$ cat config.mk
export PLATFORM = sky130hd
export DESIGN_NAME = stk_rsp_ctl_flat
export DESIGN_NICKNAME = d
export VERILOG_FILES = /design/src/rtl/stk_pkg.sv /design/src/rtl/stk_rsp_if.sv /design/src/rtl/stk_rsp_ctl.sv /design/src/flat_wrapper.sv
export SDC_FILE = /design/constraint.sdc
export NUM_CORES = 1
export LEC_CHECK = 0
export BUFFER_PORTS_ARGS = -buffer_cell sky130_fd_sc_hd__buf_2
export CORE_AREA = 2 2 206 208
export CTS_CLUSTER_SIZE = 40
export DETAILED_ROUTE_END_ITERATION = 10
export DIE_AREA = 0 0 208 210
export PLACE_DENSITY_LB_ADDON = 0.05
export RECOVER_POWER = 100
export SETUP_SLACK_MARGIN = 0.02
export SKIP_LAST_GASP = 1
export SYNTH_ARGS = -nofsm -noshare
export SYNTH_HDL_FRONTEND = slang
export SYNTH_SLANG_ARGS = --single-unit
$ cat constraint.sdc
create_clock -name clk -period 3.42 [get_ports clk]
set_input_delay 0.684 -clock clk [delete_from_list [all_inputs] [get_ports clk]]
set_output_delay 0.684 -clock clk [all_outputs]
set_load 0.05 [all_outputs]
$ cat src/rtl/stk_pkg.sv
// Shared configuration and type packages for the stack response controller.
package cfg_pkg;
  localparam int unsigned ENGS_N = 4;
endpackage

package stk_pkg;
  typedef logic [$clog2(cfg_pkg::ENGS_N)-1:0] engid_t;
  typedef logic [2:0]                         status_t;
endpackage

$ cat src/rtl/stk_rsp_if.sv
// Issue / writeback / response bundle of stk_rsp_ctl.
// The timeout configuration inputs exist only when STK_RSP_TMO_EN is defined.
interface stk_rsp_if #(
  parameter int unsigned ENGS_N = cfg_pkg::ENGS_N,
  parameter int unsigned TMO_W  = 8
);
  logic                   i_iss_vld;
  stk_pkg::engid_t        i_iss_engid;
  logic [ENGS_N-1:0]      o_eng_busy;
  logic                   i_wrbk_vld;
  stk_pkg::engid_t        i_wrbk_engid;
  stk_pkg::status_t       i_wrbk_status;
  logic [127:0]           i_wrbk_dat;
  logic [ENGS_N-1:0]      o_rsp_vld;
  logic [ENGS_N-1:0]      i_rsp_rdy;
  logic [127:0]           o_rsp_dat;
  stk_pkg::status_t       o_rsp_status;
  logic                   o_err;
`ifdef STK_RSP_TMO_EN
  logic [TMO_W-1:0]       i_cfg_tmo;
  stk_pkg::status_t       i_cfg_tmo_status;
`endif

  if (TMO_W < 1) begin : g_tmo_w_chk
    $error("TMO_W must be at least 1");
  end

  // Controller side.
  modport slave (
    input  i_iss_vld, i_iss_engid, i_wrbk_vld, i_wrbk_engid, i_wrbk_status, i_wrbk_dat,
    input  i_rsp_rdy,
`ifdef STK_RSP_TMO_EN
    input  i_cfg_tmo, i_cfg_tmo_status,
`endif
    output o_eng_busy, o_rsp_vld, o_rsp_dat, o_rsp_status, o_err
  );

  // Pipeline / engine side.
  modport master (
    output i_iss_vld, i_iss_engid, i_wrbk_vld, i_wrbk_engid, i_wrbk_status, i_wrbk_dat,
    output i_rsp_rdy,
`ifdef STK_RSP_TMO_EN
    output i_cfg_tmo, i_cfg_tmo_status,
`endif
    input  o_eng_busy, o_rsp_vld, o_rsp_dat, o_rsp_status, o_err
  );
endinterface

$ cat src/rtl/stk_rsp_ctl.sv
// Per-engine response controller: one outstanding command per engine, one buffered
// writeback per engine, round-robin sharing of a 128-bit response bus with grant lock.
// Optional macro STK_RSP_TMO_EN adds per-engine pending timeouts.
module stk_rsp_ctl #(
  parameter int unsigned ENGS_N = cfg_pkg::ENGS_N,
  parameter int unsigned TMO_W  = 8
) (
  input logic      clk,
  input logic      rst,
  stk_rsp_if.slave bus
);
  import stk_pkg::*;

  typedef enum logic [1:0] {StIdle, StPend, StHeld} eng_st_e;

  if (ENGS_N < 2) begin : g_engs_chk
    $error("ENGS_N must be at least 2");
  end
  if (TMO_W < 1) begin : g_tmo_w_chk
    $error("TMO_W must be at least 1");
  end

  eng_st_e      st_q  [ENGS_N];
  eng_st_e      st_d  [ENGS_N];
  logic [127:0] dat_q [ENGS_N];
  logic [127:0] dat_d [ENGS_N];
  status_t      sts_q [ENGS_N];
  status_t      sts_d [ENGS_N];
  engid_t       ptr_q, ptr_d;
  engid_t       gnt_q, gnt_d;
  engid_t       cand;
  logic         gnt_vld_q, gnt_vld_d;
  logic         err_q, err_d;
  logic         acc;
  logic [ENGS_N-1:0] tmo_hit;

`ifdef STK_RSP_TMO_EN
  logic [TMO_W-1:0] cnt_q   [ENGS_N];
  logic [TMO_W-1:0] cnt_d   [ENGS_N];
  logic [TMO_W-1:0] cnt_inc [ENGS_N];

  // Timeout detect; compares the count including the current pending cycle.
  always_comb begin
    tmo_hit = '0;
    for (int e = 0; e < ENGS_N; e++) begin
      cnt_inc[e] = (&cnt_q[e]) ? cnt_q[e] : cnt_q[e] + 1'b1;
      tmo_hit[e] = (st_q[e] == StPend) && (bus.i_cfg_tmo != '0) &&
                   (cnt_inc[e] == bus.i_cfg_tmo);
    end
  end
`else
  assign tmo_hit = '0;
`endif

  // Next-state for engine FSMs, error flag, pointer and grant.
  always_comb begin
    st_d  = st_q;
    dat_d = dat_q;
    sts_d = sts_q;
    err_d = err_q;
    ptr_d = ptr_q;
    gnt_d = gnt_q;
    gnt_vld_d = 1'b0;
    cand  = '0;
`ifdef STK_RSP_TMO_EN
    cnt_d = cnt_q;
`endif
    acc = gnt_vld_q && bus.i_rsp_rdy[gnt_q];
    if (acc) begin
      st_d[gnt_q] = StIdle;
      ptr_d = (gnt_q == engid_t'(ENGS_N - 1)) ? '0 : gnt_q + engid_t'(1);
    end
    for (int e = 0; e < ENGS_N; e++) begin
`ifdef STK_RSP_TMO_EN
      if (st_q[e] == StPend) cnt_d[e] = cnt_inc[e];
`endif
      // Writeback beats a same-cycle timeout.
      if (bus.i_wrbk_vld && bus.i_wrbk_engid == engid_t'(e)) begin
        if (st_q[e] != StPend) begin
          err_d = 1'b1;
        end else begin
          st_d[e]  = StHeld;
          dat_d[e] = bus.i_wrbk_dat;
          sts_d[e] = bus.i_wrbk_status;
        end
      end else if (tmo_hit[e]) begin
        st_d[e]  = StHeld;
        dat_d[e] = '0;
`ifdef STK_RSP_TMO_EN
        sts_d[e] = bus.i_cfg_tmo_status;
`endif
      end
      // Legality uses the current state, so issue during accept is still an error.
      if (bus.i_iss_vld && bus.i_iss_engid == engid_t'(e)) begin
        if (st_q[e] != StIdle) begin
          err_d = 1'b1;
        end else begin
          st_d[e] = StPend;
`ifdef STK_RSP_TMO_EN
          cnt_d[e] = '0;
`endif
        end
      end
    end
    // Hold an unaccepted grant; otherwise search from the pointer over next-state.
    if (gnt_vld_q && !acc) begin
      gnt_vld_d = 1'b1;
    end else begin
      for (int i = 0; i < ENGS_N; i++) begin
        cand = engid_t'((int'(ptr_d) + i) % ENGS_N);
        if (!gnt_vld_d && st_d[cand] == StHeld) begin
          gnt_vld_d = 1'b1;
          gnt_d     = cand;
        end
      end
    end
  end

  // State registers with synchronous reset.
  always_ff @(posedge clk) begin
    if (rst) begin
      for (int e = 0; e < ENGS_N; e++) begin
        st_q[e]  <= StIdle;
        dat_q[e] <= '0;
        sts_q[e] <= '0;
`ifdef STK_RSP_TMO_EN
        cnt_q[e] <= '0;
`endif
      end
      ptr_q     <= '0;
      gnt_q     <= '0;
      gnt_vld_q <= 1'b0;
      err_q     <= 1'b0;
    end else begin
      st_q      <= st_d;
      dat_q     <= dat_d;
      sts_q     <= sts_d;
`ifdef STK_RSP_TMO_EN
      cnt_q     <= cnt_d;
`endif
      ptr_q     <= ptr_d;
      gnt_q     <= gnt_d;
      gnt_vld_q <= gnt_vld_d;
      err_q     <= err_d;
    end
  end

  // Outputs decoded from flops only; no input-to-output path.
  always_comb begin
    bus.o_rsp_vld    = '0;
    bus.o_rsp_dat    = '0;
    bus.o_rsp_status = '0;
    bus.o_eng_busy   = '0;
    if (gnt_vld_q) begin
      bus.o_rsp_vld[gnt_q] = 1'b1;
      bus.o_rsp_dat        = dat_q[gnt_q];
      bus.o_rsp_status     = sts_q[gnt_q];
    end
    for (int e = 0; e < ENGS_N; e++) begin
      bus.o_eng_busy[e] = (st_q[e] != StIdle);
    end
    bus.o_err = err_q;
  end
endmodule

$ cat src/flat_wrapper.sv
// flat-port wrapper written by rule: the top's interface ports become plain ports
module stk_rsp_ctl_flat import stk_pkg::*;
#(
  parameter int unsigned ENGS_N = cfg_pkg::ENGS_N,
  parameter int unsigned TMO_W  = 8
)
  (clk, rst, bus_i_iss_vld, bus_i_iss_engid, bus_i_wrbk_vld, bus_i_wrbk_engid, bus_i_wrbk_status, bus_i_wrbk_dat, bus_i_rsp_rdy, bus_o_eng_busy, bus_o_rsp_vld, bus_o_rsp_dat, bus_o_rsp_status, bus_o_err);
  stk_rsp_if #(.ENGS_N(ENGS_N), .TMO_W(TMO_W)) bus_i ();
  input logic clk;
  input logic rst;
  input wire logic [$bits(bus_i.i_iss_vld)-1:0] bus_i_iss_vld;
  input wire logic [$bits(bus_i.i_iss_engid)-1:0] bus_i_iss_engid;
  input wire logic [$bits(bus_i.i_wrbk_vld)-1:0] bus_i_wrbk_vld;
  input wire logic [$bits(bus_i.i_wrbk_engid)-1:0] bus_i_wrbk_engid;
  input wire logic [$bits(bus_i.i_wrbk_status)-1:0] bus_i_wrbk_status;
  input wire logic [$bits(bus_i.i_wrbk_dat)-1:0] bus_i_wrbk_dat;
  input wire logic [$bits(bus_i.i_rsp_rdy)-1:0] bus_i_rsp_rdy;
  output wire logic [$bits(bus_i.o_eng_busy)-1:0] bus_o_eng_busy;
  output wire logic [$bits(bus_i.o_rsp_vld)-1:0] bus_o_rsp_vld;
  output wire logic [$bits(bus_i.o_rsp_dat)-1:0] bus_o_rsp_dat;
  output wire logic [$bits(bus_i.o_rsp_status)-1:0] bus_o_rsp_status;
  output wire logic [$bits(bus_i.o_err)-1:0] bus_o_err;
  assign bus_i.i_iss_vld = bus_i_iss_vld;
  assign bus_i.i_iss_engid = bus_i_iss_engid;
  assign bus_i.i_wrbk_vld = bus_i_wrbk_vld;
  assign bus_i.i_wrbk_engid = bus_i_wrbk_engid;
  assign bus_i.i_wrbk_status = bus_i_wrbk_status;
  assign bus_i.i_wrbk_dat = bus_i_wrbk_dat;
  assign bus_i.i_rsp_rdy = bus_i_rsp_rdy;
  assign bus_o_eng_busy = bus_i.o_eng_busy;
  assign bus_o_rsp_vld = bus_i.o_rsp_vld;
  assign bus_o_rsp_dat = bus_i.o_rsp_dat;
  assign bus_o_rsp_status = bus_i.o_rsp_status;
  assign bus_o_err = bus_i.o_err;
  stk_rsp_ctl #(.ENGS_N(ENGS_N), .TMO_W(TMO_W)) u_core (.clk(clk), .rst(rst), .bus(bus_i));
endmodule
==> results of run 1 <==
## stage by stage
| stage | cells | util | area [um2] | power, mW |
|---|---|---|---|---|
| after floorplan | 2697 | - | 22600 | 6.83 |
| after global placement | 3337 | 0.589 | 24400 | 7.10 |
| after detailed placement | 3337 | 0.589 | 24400 | 7.11 |
| after CTS | 3438 | 0.632 | 26200 | 12.9 |
| after global routing | 3448 | 0.629 | 26100 | 13.2 |
| final | 3450 | 0.629 | 26100 | 12.8 |
## where the power goes
part / leakage (nW) / internal, mW / total, mW / switching [mW]
logic: 3.79 / 0.202 / 0.607 / 0.405
registers: 4.34 / 6.32 / 6.36 / 0.0437
clock network: 0.889 / 3.37 / 5.88 / 2.51
## metal layers
layer	up-vias	global-route usage
met3	103	0.0513
li1	9304	-
met5	-	0
met1	9469	0.368
met2	660	0.485
met4	6	0.108
## cells in the mapped netlist (all sizes together) (4+ instances only)
library cell / n / share of area
a21oi: 535 / 0.12
a31o: 4 / 0.0015
a31oi: 5 / 0.0014
and2: 135 / 0.037
buf: 29 / 0.0064
clkbuf: 193 / 0.032
dfxtp: 538 / 0.48
ha: 4 / 0.0022
inv: 10 / 0.0017
mux2i: 5 / 0.0024
mux4: 132 / 0.13
nand2: 1057 / 0.18
nand3: 5 / 0.0011
nor2: 18 / 0.0030
## placed cells by master, fill, tap and decap left out, drive strengths merged, types with 3 or more instances in the layout
master | netlist | layout
a31o | 4 | 4
buf | 29 | 175
and2 | 135 | 135
a31oi | 5 | 5
ha | 4 | 4
a32oi | 3 | 3
clkinv | 0 | 20
nand3 | 5 | 5
mux4 | 132 | 132
inv | 10 | 12
nor2 | 18 | 18
a21oi | 535 | 535
dfxtp | 538 | 538
diode | 0 | 12
nand2 | 1057 | 1057
mux2i | 5 | 5
or2 | 3 | 3
clkbuf | 193 | 224
## registers in the layout (all words and copies together) (netlist names)
name,flops
u_core.st_q,8
u_core.sts_q,12
u_core.dat_q,512
u_core.bus.o_err,1
u_core.ptr_q,2
u_core.gnt_q,2
u_core.gnt_vld_q,1
## worst paths after layout
path	start	endpoint	slack, ns	cells past startpoint
setup reg to reg	u_core.st_q[7]	u_core.dat_q[502]	0.29	5
setup / recovery	u_core.gnt_q[1]	bus_o_rsp_dat[40]	0.13	4
hold / removal	bus_i_wrbk_dat[66]	u_core.dat_q[66]	0.34	3
hold reg to reg	u_core.dat_q[164]	u_core.dat_q[164]	0.45	2
## tightest hold or removal path: stages
cell,delay (ns)
buf_2,0.12
nand2_1,0.05
a21oi_1,0.05
## final cells by class
class,count,area [um2],area share
Clock inverter,25,185,0.00710
Clock buffer,76,1580,0.0605
Sequential cell,538,10800,0.413
Tap cell,539,674,0.0259
Multi-Input combinational cell,1927,10900,0.419
Inverter,10,37.5,0.00144
Antenna cell,12,30.0,0.00115
Timing Repair Buffer,323,1860,0.0712
## kinds of logic (layout without fill, tap and decap cells)
group / count (synthesis) / in the layout
and+or+nand+nor: 1233 / 1233
AOI/OAI and AO/OA: 553 / 553
DFF: 538 / 538
buffers and inverters: 232 / 434
muxes: 137 / 137
adders and majority gates: 4 / 4
other: 0 / 12
==> metrics.txt, run 1 <==
Post-synth EDFFs 0; synth unique cells 36; clock tree buffer depth 3; CP max stage cell dfxtp_4; met3 WL 4350 um; async set or reset register ratio after synthesis 0; violated checks max-capacitance violations, max-slew violations; Fin Hold WS 0.342 ns; # IOs 283; post-synthesis cell count 2697; Initial Util 0.545; HP Class in2reg; largest net degree at the start of global routing 117; max incr delay on CP 0.76 ns; WL met2 31600 um; Main synth FF type dfxtp_1; Syn Nets 2844; IO buf count 282; Top Layer Used met5; family with the most delay on the worst path flip-flops; vias in the first global route 18900; DRC viols 0; setup TNS 0 ns; Avg Synthesized Cell Area 8.38 um2; complex-gate fraction of the synthesized area 0.125; mux contribution to synthesized area 0.134; Leakage Power 9.02 nW; DRT met1 WL 26900 um; Num CTS Buffers 56; core area 41500 um2; CTS Sinks 538; Relative slew margins -0.412; RSZ-0062 raised after global routing false; cts repair resizes 0; setup ws final 0.131 ns; Final Setup Violations 0; FP Rows 75; Setup CP Type reg2out; Die Width 208 um; Synth Area in Adders 0.00221; Power per Cell Area 493 nW/um2; Post-Place Setup Slack 0.795 ns; post-CTS setup buffer count 0; Achievable Freq 0.304 GHz; status finished with violations; Final Critical Period 3.29 ns; initial antenna violation count 14; Clock Latency Late Sink 0.61 ns; total track usage 0.287; DIE HEIGHT 210 um; register area share after synthesis 0.476; initial drt markers 1674; WL/cell 18.7 um; worst path required time 2.74 ns; Max FO, Critical Path 33; cell area after synthesis 22600 um2; routability cong. 0.797; final slew viol count 404; drt total wl 64500 um; die footprint 43700 um2; Detail Route Antenna Nets 0; final worst-path cycle share 0.962; global route total overflow 0; crit path cell chain buf_4 > mux4_2 > and2_1 > clkbuf_2; Area Overhead vs Synth 15.3%; CTS tree done; clock transition at the registers of the reported paths 0.06 ns; CP bufs+invs 2; DP Wirelength 37500 um; Final Hold Viols 0; synth warn 0; Worst-Margin Slew 2.12 ns; clk_skew 0.0161 ns; clk root buf clkbuf_16; VDD IR max 0.434 mV; H-tree levels 2; nets 3003; CP endpoint kind output port; critical path arrival 2.60 ns; vias per cell 5.66; DRT Pass-1 Iters 8; Setup crit start kind flop; CTS Hold Bufs 0; Max Cap Viol 6; Synth Area in XOR/XNOR 0; global-route wire length before repair 101000 um; register bit total from synthesis 538; Via Count 19500; number of fillers in the final layout 3628; simple-gate share of the synthesized area 0.222; fraction of layout cells with a size suffix above 1 0.187; largest family of logic cells by synthesized area simple AND/OR/NAND/NOR gates
Note: power is estimated with default switching activity, not from simulation.
==> inputs of run 2 (changes only) <==
--- a/config.mk
+++ b/config.mk
@@ -7,6 +7,7 @@
 export LEC_CHECK = 0
 export BUFFER_PORTS_ARGS = -buffer_cell sky130_fd_sc_hd__buf_2
 export CORE_AREA = 2 2 206 208
+export CTS_BUF_LIST = sky130_fd_sc_hd__clkbuf_8
 export CTS_CLUSTER_SIZE = 40
 export DETAILED_ROUTE_END_ITERATION = 10
 export DIE_AREA = 0 0 208 210
==> run 2 against run 1 <==
  * The run still ends with max-capacitance violations, max-slew violations left
  * Design area fell by 0.20%
  * Critical endpoint is now bus_o_rsp_dat[41]
  * Largest cell class unchanged
  * Worst hold slack got worse by 0.057 ns
  * Maximum frequency fell by 0.30%
  * Critical path type unchanged
  * Clock power fell by 7.7%
  * Sequential share of layout area rose by 0.083 points
  * Power fell by 3.5%
  * Via count rose by 0.18%
  * First-iteration DRC count rose by 5.4%
  * Worst setup slack got worse by 0.0098 ns
  * Core utilization fell by 0.13 points
==> metrics.txt, run 2 (synthesis gave the netlist of run 1 again) <==
Power per Cell Area 476 nW/um2 (-3.3%); final slew viol count 489 (+21%); CP max stage cell dfxtp_4; core area 41500 um2 (unchanged); FF-to-FF setup slack 0.21 ns (-0.08 ns); area occupied by multi-input gates 10900 um2 (about the same); fraction of layout cells with a size suffix above 1 0.196 (+0.00849); Setup CP Type reg2out; global-route wire length before repair 101000 um (+0.12%); status finished with violations; Final Critical Period 3.30 ns (+0.00980 ns); setup TNS 0 ns (unchanged); routability cong. 0.797 (unchanged); Area Overhead vs Synth 15.1%; Max Cap Viol 7 (+1); DP Wirelength 37500 um (unchanged); Pwr Total 12.4 mW (-3.5%); DRT Pass-1 Iters 5 (-3); DIE HEIGHT 210 um (unchanged); Clock Latency Late Sink 0.67 ns (+0.06 ns); Achievable Freq 0.303 GHz (-0.30%); Most Crowded Layer GR met2; nets 3037 (+1.1%); Worst-Margin Slew 2.17 ns (+0.0533 ns); global route total overflow 0 (unchanged); Num CTS Buffers 90 (+61%); IO buf count 282 (unchanged); commonest non-fill, non-tap cell in the layout nand2_1; final worst-path cycle share 0.965 (+0.00287); CTS Hold Bufs 0 (unchanged); die footprint 43700 um2 (unchanged); CP bufs+invs 2 (unchanged); family with the most delay on the worst path flip-flops; clk root buf clkbuf_8; Via Count 19600 (+0.18%); CTS Sinks 538 (unchanged); clock transition at the registers of the reported paths 0.06 ns (about the same); HP Class in2reg; post-CTS setup buffer count 0 (unchanged); Max FO, Critical Path 33 (unchanged); worst path required time 2.74 ns (about the same); most flop-heavy register u_core.dat_q; CTS tree done; Detail Route Antenna Nets 0 (unchanged); sequential cell area 10800 um2 (unchanged); cts repair resizes 0 (unchanged); violated checks max-capacitance violations, max-slew violations; FP Rows 75 (unchanged); vias in the first global route 19100 (+1.1%); Leakage Power 9.12 nW (+1.2%); # IOs 283 (unchanged); initial drt markers 1765 (+5.4%); total track usage 0.288 (+0.000987); crit path cell chain buf_4 > mux4_2 > and2_1 > clkbuf_2; initial antenna violation count 14 (unchanged); Initial Util 0.545 (unchanged); RSZ-0062 raised after global routing true; Relative slew margins -0.448 (-0.0355); critical path arrival 2.61 ns (about the same); Setup crit start kind flop; Final Setup Violations 0 (unchanged); clock tree buffer depth 3 (unchanged); WL/cell 18.4 um (-1.5%); drt total wl 64500 um (-0.13%); Final Hold Viols 0 (unchanged); GRT met3 Usage 0.0566 (+0.00536); largest net degree at the start of global routing 117 (unchanged); commonest non-fill, non-tap cells in the layout nand2_1 (1057), a21oi_1 (535), dfxtp_1 (535), buf_2 (166), mux4_2 (132); VDD IR max 0.346 mV (-20%); top flop regs u_core.dat_q x512, u_core.sts_q x12, u_core.st_q x8; DRC viols 0 (unchanged); max incr delay on CP 0.76 ns (about the same); M1 GR Usage 0.366 (-0.00227); number of fillers in the final layout 3636 (+0.22%); CP endpoint kind output port; met2 usage 0.484 (-0.000916); vias per cell 5.60 (-1.2%); Die Width 208 um (unchanged); clk_skew 0.0347 ns (+0.0186 ns); Largest register FFs 512 (unchanged); H-tree levels 3 (+1)
## run 2: cell count changes in the layout (fill, tap and decap cells not counted), moves of 3 or more
cell	previous run	this run
and2_1	134	131
clkbuf_16	57	0
clkinvlp_4	1	4
inv_1	10	37
clkbuf_1	28	15
clkbuf_2	130	111
buf_2	145	166
and2_0	1	4
clkbuf_8	8	107
clkinv_2	20	8
## run 2: cell type report
class / instances / share of cell area
Multi-Input combinational cell: 1927 / 0.421
Timing Repair Buffer: 323 / 0.0717
Clock inverter: 42 / 0.00841
Sequential cell: 538 / 0.414
Clock buffer: 107 / 0.0566
Inverter: 10 / 0.00144
Antenna cell: 12 / 0.00115
Tap cell: 539 / 0.0259
## run 2: metrics by stage
stage / cells / util / setup WS, ns / hold WS, ns / area [um2]
3_3_place_gp: 3337 / 0.589 / 0.784 / 0.438 / 24400
4_1_cts: 3486 / 0.630 / 0.0713 / 0.241 / 26100
5_1_grt: 3495 / 0.627 / 0.00705 / 0.271 / 26000
3_5_place_dp: 3337 / 0.589 / 0.795 / 0.443 / 24400
2_1_floorplan: 2697 / - / 0.690 / 0.433 / 22600
6_report: 3498 / 0.627 / 0.121 / 0.285 / 26000
## run 2: path summary, 6_finish.rpt
path | cells past startpoint | end | startpoint
worst min register to register | 2 | u_core.dat_q[140] | u_core.dat_q[140]
worst max-delay path | 4 | bus_o_rsp_dat[41] | u_core.gnt_q[1]
worst max register to register | 5 | u_core.dat_q[499] | u_core.st_q[6]
worst min-delay path | 3 | u_core.dat_q[508] | bus_i_wrbk_dat[124]
## run 2: where the power goes
part | internal, mW | leakage, nW | switching (mW)
Sequential | 6.32 | 4.34 | 0.0440
Combinational | 0.204 | 3.82 | 0.406
Clock | 2.89 | 0.968 | 2.54
## run 2: worst reg2reg max path, delay by kind of cell, from the launching register on
kind                   cells  cell delay (ns)
AO/OA/AOI/OAI              1             0.20
buffers and inverters      1             1.58
flip-flops                 1             0.37
AND/OR/NAND/NOR            3             0.98
## run 2: per-layer routing
layer,routed length [um],part of all wire
met4,1560,0.024
met2,31800,0.49
met5,54,0.00084
met1,26500,0.41
met3,4590,0.071
